File: src/rtl/common_types.sv
// common_types -- shared type definitions for the 6502 front end.
//
// Contents:
//   data_t    8-bit data / opcode byte
//   addr_t    16-bit address
//   opc_t     the 56 official NMOS 6502 mnemonics
//   addmod_t  the 13 NMOS 6502 addressing modes
//   NUM_OFFICIAL_OPCODES  number of documented opcode bytes (151)
package common_types;

   typedef logic [7:0]  data_t;
   typedef logic [15:0] addr_t;

   typedef enum logic [5:0] {
      ADC, AND, ASL, BCC, BCS, BEQ, BIT, BMI,
      BNE, BPL, BRK, BVC, BVS, CLC, CLD, CLI,
      CLV, CMP, CPX, CPY, DEC, DEX, DEY, EOR,
      INC, INX, INY, JMP, JSR, LDA, LDX, LDY,
      LSR, NOP, ORA, PHA, PHP, PLA, PLP, ROL,
      ROR, RTI, RTS, SBC, SEC, SED, SEI, STA,
      STX, STY, TAX, TAY, TSX, TXA, TXS, TYA
   } opc_t;

   typedef enum logic [3:0] {
      IMP, ACC, IMM, ZP, ZPX, ZPY, ABS, ABSX, ABSY, IND, INDX, INDY, REL
   } addmod_t;

   localparam int NUM_OFFICIAL_OPCODES = 151;

endpackage : common_types

File: src/rtl/decode.sv
// decode -- NMOS 6502 opcode decoder.
//
// Maps an opcode byte to its mnemonic and addressing mode. Any byte that is
// not one of the 151 documented NMOS opcodes decodes as NOP/IMP with
// illegal raised.
//
// Configuration macro: DECODE_REG_OUT_EN
//   undefined (default): outputs are purely combinational from instr; clk and
//                        reset are ignored. The CPU samples the result in the
//                        same fetch cycle, so no register is wanted.
//   defined:             outputs are registered on rising clk (1-cycle
//                        latency); synchronous active-high reset forces
//                        NOP/IMP/illegal=0.
//
// Ports:
//   clk      in   1         clock (used only with DECODE_REG_OUT_EN)
//   reset    in   1         synchronous active-high reset (registered build)
//   instr    in   data_t    opcode byte to decode
//   opcode   out  opc_t     decoded mnemonic
//   mode     out  addmod_t  decoded addressing mode
//   illegal  out  1         high when instr is not an official opcode
module decode
   import common_types::*;
(
   input  logic    clk,
   input  logic    reset,
   input  data_t   instr,
   output opc_t    opcode,
   output addmod_t mode,
   output logic    illegal
);

   opc_t    w_opcode;
   addmod_t w_mode;
   logic    w_illegal;

   logic [2:0] w_aaa;
   logic [2:0] w_bbb;
   logic       w_xy_index;  // group-2 STX/LDX index with Y instead of X

   assign w_aaa      = instr[7:5];
   assign w_bbb      = instr[4:2];
   assign w_xy_index = (w_aaa == 3'd4) || (w_aaa == 3'd5);

   // Combinational decode. Defaults describe an unofficial byte; every
   // documented entry overrides all three outputs.
   always_comb begin
      w_opcode  = NOP;
      w_mode    = IMP;
      w_illegal = 1'b1;

      case (instr[1:0])
         // ---------------- group 1: ALU ops on the accumulator ----------
         2'b01: begin
            case (w_aaa)
               3'd0:    w_opcode = ORA;
               3'd1:    w_opcode = AND;
               3'd2:    w_opcode = EOR;
               3'd3:    w_opcode = ADC;
               3'd4:    w_opcode = STA;
               3'd5:    w_opcode = LDA;
               3'd6:    w_opcode = CMP;
               default: w_opcode = SBC;
            endcase
            case (w_bbb)
               3'd0:    w_mode = INDX;
               3'd1:    w_mode = ZP;
               3'd2:    w_mode = IMM;
               3'd3:    w_mode = ABS;
               3'd4:    w_mode = INDY;
               3'd5:    w_mode = ZPX;
               3'd6:    w_mode = ABSY;
               default: w_mode = ABSX;
            endcase
            w_illegal = 1'b0;
            // Storing to an immediate is meaningless: 0x89 is undocumented.
            if (instr == 8'h89) begin
               w_opcode  = NOP;
               w_mode    = IMP;
               w_illegal = 1'b1;
            end
         end

         // ---------------- group 2: shifts, X register, inc/dec --------
         2'b10: begin
            case (w_aaa)
               3'd0:    w_opcode = ASL;
               3'd1:    w_opcode = ROL;
               3'd2:    w_opcode = LSR;
               3'd3:    w_opcode = ROR;
               3'd4:    w_opcode = STX;
               3'd5:    w_opcode = LDX;
               3'd6:    w_opcode = DEC;
               default: w_opcode = INC;
            endcase
            w_illegal = 1'b0;
            case (w_bbb)
               3'd0: begin
                  // Only LDX #imm lives in this column.
                  if (instr == 8'hA2) begin
                     w_mode = IMM;
                  end else begin
                     w_illegal = 1'b1;
                  end
               end
               3'd1: w_mode = ZP;
               3'd2: begin
                  // Upper half of this column holds single-byte X-register ops.
                  case (instr)
                     8'h8A:   w_opcode = TXA;
                     8'hAA:   w_opcode = TAX;
                     8'hCA:   w_opcode = DEX;
                     8'hEA:   w_opcode = NOP;
                     default: w_mode   = ACC;
                  endcase
               end
               3'd3: w_mode = ABS;
               3'd5: w_mode = w_xy_index ? ZPY : ZPX;
               3'd6: begin
                  case (instr)
                     8'h9A:   w_opcode  = TXS;
                     8'hBA:   w_opcode  = TSX;
                     default: w_illegal = 1'b1;
                  endcase
               end
               3'd7: begin
                  // STX has no absolute-indexed form.
                  if (instr == 8'h9E) begin
                     w_illegal = 1'b1;
                  end else begin
                     w_mode = w_xy_index ? ABSY : ABSX;
                  end
               end
               default: w_illegal = 1'b1;  // bbb=100 column is empty
            endcase
            if (w_illegal) begin
               w_opcode = NOP;
               w_mode   = IMP;
            end
         end

         // ---------------- group 0: control flow, flags, Y register ----
         2'b00: begin
            w_illegal = 1'b0;
            case (instr)
               8'h10: begin w_opcode = BPL; w_mode = REL;  end
               8'h30: begin w_opcode = BMI; w_mode = REL;  end
               8'h50: begin w_opcode = BVC; w_mode = REL;  end
               8'h70: begin w_opcode = BVS; w_mode = REL;  end
               8'h90: begin w_opcode = BCC; w_mode = REL;  end
               8'hB0: begin w_opcode = BCS; w_mode = REL;  end
               8'hD0: begin w_opcode = BNE; w_mode = REL;  end
               8'hF0: begin w_opcode = BEQ; w_mode = REL;  end
               8'h00: begin w_opcode = BRK; w_mode = IMP;  end
               8'h40: begin w_opcode = RTI; w_mode = IMP;  end
               8'h60: begin w_opcode = RTS; w_mode = IMP;  end
               8'h08: begin w_opcode = PHP; w_mode = IMP;  end
               8'h28: begin w_opcode = PLP; w_mode = IMP;  end
               8'h48: begin w_opcode = PHA; w_mode = IMP;  end
               8'h68: begin w_opcode = PLA; w_mode = IMP;  end
               8'h88: begin w_opcode = DEY; w_mode = IMP;  end
               8'hA8: begin w_opcode = TAY; w_mode = IMP;  end
               8'hC8: begin w_opcode = INY; w_mode = IMP;  end
               8'hE8: begin w_opcode = INX; w_mode = IMP;  end
               8'h18: begin w_opcode = CLC; w_mode = IMP;  end
               8'h38: begin w_opcode = SEC; w_mode = IMP;  end
               8'h58: begin w_opcode = CLI; w_mode = IMP;  end
               8'h78: begin w_opcode = SEI; w_mode = IMP;  end
               8'h98: begin w_opcode = TYA; w_mode = IMP;  end
               8'hB8: begin w_opcode = CLV; w_mode = IMP;  end
               8'hD8: begin w_opcode = CLD; w_mode = IMP;  end
               8'hF8: begin w_opcode = SED; w_mode = IMP;  end
               8'h20: begin w_opcode = JSR; w_mode = ABS;  end
               8'h4C: begin w_opcode = JMP; w_mode = ABS;  end
               8'h6C: begin w_opcode = JMP; w_mode = IND;  end
               8'h24: begin w_opcode = BIT; w_mode = ZP;   end
               8'h2C: begin w_opcode = BIT; w_mode = ABS;  end
               8'h84: begin w_opcode = STY; w_mode = ZP;   end
               8'h8C: begin w_opcode = STY; w_mode = ABS;  end
               8'h94: begin w_opcode = STY; w_mode = ZPX;  end
               8'hA0: begin w_opcode = LDY; w_mode = IMM;  end
               8'hA4: begin w_opcode = LDY; w_mode = ZP;   end
               8'hAC: begin w_opcode = LDY; w_mode = ABS;  end
               8'hB4: begin w_opcode = LDY; w_mode = ZPX;  end
               8'hBC: begin w_opcode = LDY; w_mode = ABSX; end
               8'hC0: begin w_opcode = CPY; w_mode = IMM;  end
               8'hC4: begin w_opcode = CPY; w_mode = ZP;   end
               8'hCC: begin w_opcode = CPY; w_mode = ABS;  end
               8'hE0: begin w_opcode = CPX; w_mode = IMM;  end
               8'hE4: begin w_opcode = CPX; w_mode = ZP;   end
               8'hEC: begin w_opcode = CPX; w_mode = ABS;  end
               default: begin
                  w_opcode  = NOP;
                  w_mode    = IMP;
                  w_illegal = 1'b1;
               end
            endcase
         end

         // ---------------- group 3: nothing documented -----------------
         default: begin
            w_opcode  = NOP;
            w_mode    = IMP;
            w_illegal = 1'b1;
         end
      endcase
   end

`ifdef DECODE_REG_OUT_EN
   opc_t    r_opcode;
   addmod_t r_mode;
   logic    r_illegal;

   // Reset wins over whatever instr presents at the same edge.
   always_ff @(posedge clk) begin
      if (reset) begin
         r_opcode  <= NOP;
         r_mode    <= IMP;
         r_illegal <= 1'b0;
      end else begin
         r_opcode  <= w_opcode;
         r_mode    <= w_mode;
         r_illegal <= w_illegal;
      end
   end

   assign opcode  = r_opcode;
   assign mode    = r_mode;
   assign illegal = r_illegal;
`else
   // Clock and reset are kept on the port list so both builds share one
   // interface; here they are intentionally unused.
   logic w_unused_clk_reset;
   assign w_unused_clk_reset = clk ^ reset;

   assign opcode  = w_opcode;
   assign mode    = w_mode;
   assign illegal = w_illegal;
`endif

endmodule : decode

File: config.mk
export PLATFORM = sky130hd
export DESIGN_NAME = decode
export DESIGN_NICKNAME = d
export VERILOG_FILES = /design/src/rtl/common_types.sv /design/src/rtl/decode.sv
export SDC_FILE = /design/constraint.sdc
export NUM_CORES = 1
export LEC_CHECK = 0
export ABC_CLOCK_PERIOD_IN_PS = 2200
export BUFFER_PORTS_ARGS = -buffer_cell sky130_fd_sc_hd__buf_2
export CAP_MARGIN = 15
export CORE_MARGIN = 2
export CORE_UTILIZATION = 55
export DETAILED_ROUTE_END_ITERATION = 12
export PLACE_DENSITY = 0.78
export SLEW_MARGIN = 20
export SYNTH_ARGS = -nofsm -noshare
export SYNTH_HDL_FRONTEND = slang
export SYNTH_SLANG_ARGS = --single-unit
File: constraint.sdc
create_clock -name vclk -period 2.2
set_input_delay 0.44 -clock vclk [all_inputs]
set_output_delay 0.44 -clock vclk [all_outputs]
set_load 0.005 [all_outputs]
==> out/results.ini, run 1 <==
[floorplanning]
start_util_pct=57.6
std_cell_rows=19
fp.dieW_um=57.5
die_y_um=57.5
ioPinCount=21

[synthesis]
ys_types=66
syn_nets=263
yosysMostFrequentCell=nor2_1
ys_seq_area_share_pct=0
ys_top_cells_by_area=nor2_1, buf_2, nand2_1, a21oi_1, o21ai_0
ys.warnings.count=0
syn_inst=253
synth_area_per_cell_um2=6.22
synth_commonest_cells=nor2_1, nand2_1, clkbuf_1
synth_area_leader_cell=nor2_1
syn-cell-area_um2=1570
yosys.area.top_type_share_pct=5.01

[place]
numPortBuffers=19
placed_cells=362
dp_slack_ns=-0.385
place.gp.congestion=1.07
dp_hpwl_um=5620

[status]
lastStage=5_1_grt
run_status=stopped before the end
tool.error=[ERROR GRT-0232] Routing congestion too high. Check the congestion heatmap in the GUI.

[clock_tree]
holdBufCountCts=0

[global_route]
grt_max_degree=17
grt.overflow.total=216
grt_use_total_pct=94.2

## kinds of logic after synthesis
family	synth area share [%]
AO/OA/AOI/OAI	44.0
XOR/XNOR	1.11
adder cells (fa/ha/maj)	0.715
buffers and inverters	11.4
multiplexers	2.54
AND/OR/NAND/NOR	40.1
## metrics by stage
step | hold WS [ns] | instance area [µm²]
2_1_floorplan | 1.16 | 1590
3_3_place_gp | 1.38 | 2310
3_5_place_dp | 1.39 | 2310
4_1_cts | 1.40 | 2610
## per-layer routing
| metal | global-route usage (%) | GRT overflow |
|---|---|---|
| met1 | 88.7 | 0 |
| met2 | 122 | 158 |
| met3 | 67.3 | 2 |
| met4 | 106 | 56 |
| met5 | 17.5 | 0 |
## repair_timing
| action | 4_1_cts |
|---|---|
| pin swaps | 26 |
| resized for setup | 55 |
| gates cloned | 1 |
| setup buffers | 6 |
| setup endpoints to repair | 10 |
==> run 2: changes to the inputs <==
--- a/config.mk
+++ b/config.mk
@@ -5,13 +5,13 @@
 export SDC_FILE = /design/constraint.sdc
 export NUM_CORES = 1
 export LEC_CHECK = 0
-export ABC_CLOCK_PERIOD_IN_PS = 2200
+export ABC_CLOCK_PERIOD_IN_PS = 2900
 export BUFFER_PORTS_ARGS = -buffer_cell sky130_fd_sc_hd__buf_2
 export CAP_MARGIN = 15
 export CORE_MARGIN = 2
-export CORE_UTILIZATION = 55
+export CORE_UTILIZATION = 40
 export DETAILED_ROUTE_END_ITERATION = 12
-export PLACE_DENSITY = 0.78
+export PLACE_DENSITY_LB_ADDON = 0.15
 export SLEW_MARGIN = 20
 export SYNTH_ARGS = -nofsm -noshare
 export SYNTH_HDL_FRONTEND = slang
==> constraint.sdc (replaced) <==
create_clock -name vclk -period 2.9
set_input_delay 0.58 -clock vclk [all_inputs]
set_output_delay 0.58 -clock vclk [all_outputs]
set_load 0.005 [all_outputs]
==> run 2 against run 1 <==
Net effect: the run now ends clean; synthesized area unchanged; synthesized cell count unchanged.
==> out/results.ini, run 2 <==
[status]
run_status=finished, final reports clean

[layout]
area_growth_pct=23.1
nets=294
seq_cells=0
utilization_pct=52.2
design_area_um2=1940
nClkBuffers=0
final_common_cell=buf_4
drive_gt1_share_pct=27.3
n_antenna_cell=0
instances_no_fill=330
regArea_um2=0
mostFrequentLayoutCells=buf_4, nand2_1, nor2_1

[pwr]
intPower_mw=0.122
peakVddDrop_mv=0.0694
finalPower_mw=0.288
switching_share_pct=57.6
p_sw_mw=0.166
p_comb_share_pct=100.0
power.share.clock_pct=0
p_seq_share_pct=0
leakage_nw=0.727
cellPowerDensity_nw_per_um2=148

[floorplanning]
die_y_um=66.7
dieArea_um2=4450
ioPinCount=21
fp.dieW_um=66.7
std_cell_rows=22
core_area_um2=3720
start_util_pct=42.4

[detailed_routing]
wl_um=6260
num_vias=2193
wl_per_cell_um=19.0
via_per_inst=6.65
drc=0
firstDrtPassIters=5
drt_iter0_markers=316
drtAntennaViolNets=0

[timing]
rsz0062_at_grt=yes
fmax_mhz=346
layout_min_cycle_time_ns=2.89
max_slew_margin_pct=70.4
post-route-period-util_pct=99.6
setup_ws_ns=0.0130
worst_hold_slack_ns=1.72
setup_violations=0
maxSlewViolCount=0
tns_ns=0
finalHoldViolations=0
tightest_slew_ns=0.444

[place]
dp_slack_ns=0.0465
numPortBuffers=19
place.gp.congestion=0.964
dp_hpwl_um=4760
placed_cells=330
placed_cell_area_um2=1930

[synthesis]
synth_commonest_cells=nor2_1, nand2_1, clkbuf_1
yosys.area.top_type_share_pct=5.01
synth_top_family_by_area=compound AO/OA/AOI/OAI gates
yosysMostFrequentCell=nor2_1
synth-xor-area-share_pct=1.11
syn_inst=253
synth_compound_area_share_pct=44.0
synthMuxAreaShare_pct=2.54
ys_types=66
synthAdderAreaFrac_pct=0.715
synth_area_leader_cell=nor2_1
synth_area_per_cell_um2=6.22
ys_top_cells_by_area=nor2_1, buf_2, nand2_1, a21oi_1, o21ai_0
ys_seq_area_share_pct=0
synthSimpleGateAreaFrac_pct=40.1
syn_nets=263
ys.warnings.count=0
syn-cell-area_um2=1570

[global_route]
grt_pass1_wl_um=10200
grt.overflow.total=0
antenna_found_initial=0
grt_max_degree=31
grt_busiest_layer=met2
met2_usage_pct=49.1
grt_use_total_pct=29.5
grt_util_met1_pct=41.3
grt_pass1_vias=2006
grt_util_met3_pct=3.38

[run]
cap_violations=0

[critical_path]
crit_required_ns=2.32
worstPathMaxFanout=5
crit_type=input pin to output port
end_kind=output port
arrival_ns=2.31
worstSetupStartpointType=input pin

[clock_tree]
holdBufCountCts=0
postCtsSetupRepairBufs=0

[worst_hold_path]
hold_class=input pin to output port
hold_path_end=mode[3]
hold_depth=4
hp-start=instr[1]

## run 2: cell counts after synthesis
No cell type changed its count.
## run 2: area by class of cell
cell class / instances / area (µm²)
fill: 422 / 1780
inverter: 6 / 22.5
tap: 48 / 60.1
multi-input combinational: 213 / 1400
timing repair buffer: 63 / 454
## run 2: metal layers
layer	share of wire, %	wire length [µm]
met1	45	2820
met2	46	2910
met3	7.3	455
met4	1.2	76
met5	0	0
## run 2: worst max path at each step
| stage | startpoint | to | slack (ns) | cells after the start |
|---|---|---|---|---|
| after floorplan | instr[4] | opcode[4] | 0.31 | 6 |
| after global placement | instr[6] | opcode[4] | 0.05 | 8 |
| after detailed placement | instr[5] | opcode[4] | 0.05 | 7 |
| after CTS | instr[5] | opcode[4] | 0.04 | 7 |
| after global routing | instr[5] | opcode[4] | -0.02 | 7 |
| final | instr[2] | opcode[4] | 0.01 | 7 |
## run 2: logic make-up after synthesis
group	Yosys count
AO/OA/AOI/OAI	94
XOR/XNOR	2
adder cells (fa/ha/maj)	1
buffers and inverters	40
multiplexers	4
AND/OR/NAND/NOR	112
## run 2: power by group through the flow
stage / Combinational, mW / Sequential (mW) / Clock (mW)
after detailed placement: 0.280 / 0 / 0
after CTS: 0.280 / 0 / 0
after floorplan: 0.173 / 0 / 0
after global routing: 0.311 / 0 / 0
after global placement: 0.277 / 0 / 0
final: 0.288 / 0 / 0
## run 2: repair_timing
item | 4_1_cts | 5_1_grt
endpoints found under the hold margin | 0 | 0
resized for setup | 0 | 4
setup endpoints to repair | 0 | 5
## run 2: worst max-delay path, cell delays in order
cell     delay (ns)
buf_2          0.13
or4b_4         0.57
o21a_4         0.23
nand2_2        0.05
o21ai_1        0.05
or4_1          0.54
buf_2          0.15
Note: power is estimated with default switching activity, not from simulation.
==> run 3: changes to the inputs <==
--- a/config.mk
+++ b/config.mk
@@ -8,10 +8,11 @@
 export ABC_CLOCK_PERIOD_IN_PS = 2900
 export BUFFER_PORTS_ARGS = -buffer_cell sky130_fd_sc_hd__buf_2
 export CAP_MARGIN = 15
-export CORE_MARGIN = 2
 export CORE_UTILIZATION = 40
 export DETAILED_ROUTE_END_ITERATION = 12
+export GPL_TIMING_DRIVEN = 0
 export PLACE_DENSITY_LB_ADDON = 0.15
+export REMOVE_ABC_BUFFERS = 1
 export SLEW_MARGIN = 20
 export SYNTH_ARGS = -nofsm -noshare
 export SYNTH_HDL_FRONTEND = slang
==> run 3 against run 2 <==
Net effect: first-iteration DRC count increased by 27%; routed wire length decreased by 6.5%; largest cell class unchanged; non-clock buffer count decreased by 33; via count decreased by 2.4%; flip-flop and latch count unchanged; hold slack got worse by 0.13 ns.
==> out/results.ini, run 3 (same netlist as run 2, synthesis figures left out) <==
[place]
place.gp.congestion=0.913
numPortBuffers=19
dp_hpwl_um=3460
dp_slack_ns=-0.661
placed_cell_area_um2=1570

[critical_path]
slowest_stage=or4b_4
worstSetupStartpointType=input pin
worstPathMaxFanout=34
critPathBufInv=2
worstSetupStartpoint=instr[5]
crit_chain=buf_12 > or4b_4 > o21a_4 > nand2_2 > o21ai_1 > or4_4 > buf_2
crit_type=input pin to output port
crit_required_ns=2.32
arrival_ns=2.27
end_kind=output port
cpPeakStageDelay_ns=0.56
critPathTopFamily=simple AND/OR/NAND/NOR gates

[timing]
setup_violations=0
max_slew_margin_pct=62.4
layout_min_cycle_time_ns=2.85
maxSlewViolCount=0
rsz0062_at_grt=no
setup_ws_ns=0.0475
finalHoldViolations=0
tightest_slew_ns=0.550
post-route-period-util_pct=98.4
fmax_mhz=351

[layout]
final_common_cell=nand2_1
design_area_um2=1830
mostFrequentLayoutCells=nand2_1, nor2_1, o21ai_0, a21oi_1, buf_2
utilization_pct=49.2
n_antenna_cell=0
regArea_um2=0
drive_gt1_share_pct=20.5
fill_cells=417
area_growth_pct=16.2
nClkBuffers=0
nets=261
seq_cells=0

[detailed_routing]
via_per_inst=7.21
num_vias=2140
wl_um=5850
drtAntennaViolNets=0
firstDrtPassIters=5
drt_iter0_markers=402
drc=0
wl_per_cell_um=19.7

[floorplanning]
die_y_um=64.7
ioPinCount=21
dieArea_um2=4190
core_area_um2=3720
start_util_pct=42.4
std_cell_rows=22
fp.dieW_um=64.7

[worst_hold_path]
hold_depth=3
hp-start=instr[2]
hold_path_end=mode[3]
hold_class=input pin to output port

[global_route]
grt_use_total_pct=26.4
grt.overflow.total=0
antenna_found_initial=0
grt_max_degree=47
grt_pass1_wl_um=9060
grt_pass1_vias=1731

[run]
cap_violations=0

[pwr]
cellPowerDensity_nw_per_um2=149
leakage_nw=0.620
peakVddDrop_mv=0.101
finalPower_mw=0.272

[status]
run_status=finished, final reports clean

[clock_tree]
holdBufCountCts=0

-- run 3: metrics by stage --
stage	TNS, ns	instances	hold slack [ns]
3_5_place_dp	-4.25	286	1.64
6_report	0	297	1.59
2_1_floorplan	0	219	1.23
3_3_place_gp	-4.65	286	1.64
5_1_grt	0	297	1.62
4_1_cts	-0.0103	291	1.63
-- run 3: worst max-delay path by stage --
stage,to,depth (start not counted)
detailed placement,opcode[4],7
floorplan,opcode[5],5
CTS,opcode[5],7
global route,opcode[5],7
global placement,opcode[4],7
finish,opcode[4],7
-- run 3: layer usage --
layer / part of all wire, % / track usage (%)
met5: 0 / 0
met4: 2.5 / 7.78
met3: 9.1 / 1.23
met1: 45 / 40.2
met2: 44 / 38.8
-- run 3: area by class of cell --
class	count	area [µm²]	share of cell area (%)
Timing Repair Buffer	30	282	15.4
Inverter	6	26.3	1.44
Tap cell	48	60.1	3.28
Multi-Input combinational cell	213	1460	79.9
-- run 3: timing repair --
item | CTS | global route
cloned | 0 | 1
endpoints found under the setup margin | 10 | 5
endpoints found under the hold margin | 0 | 0
resized for setup | 26 | 13
buffers inserted | 5 | 5
pin swaps | 2 | 3
-- run 3: power by group --
| part | switching, mW | internal (mW) |
|---|---|---|
| clock network | 0 | 0 |
| registers | 0 | 0 |
| logic | 0.161 | 0.111 |
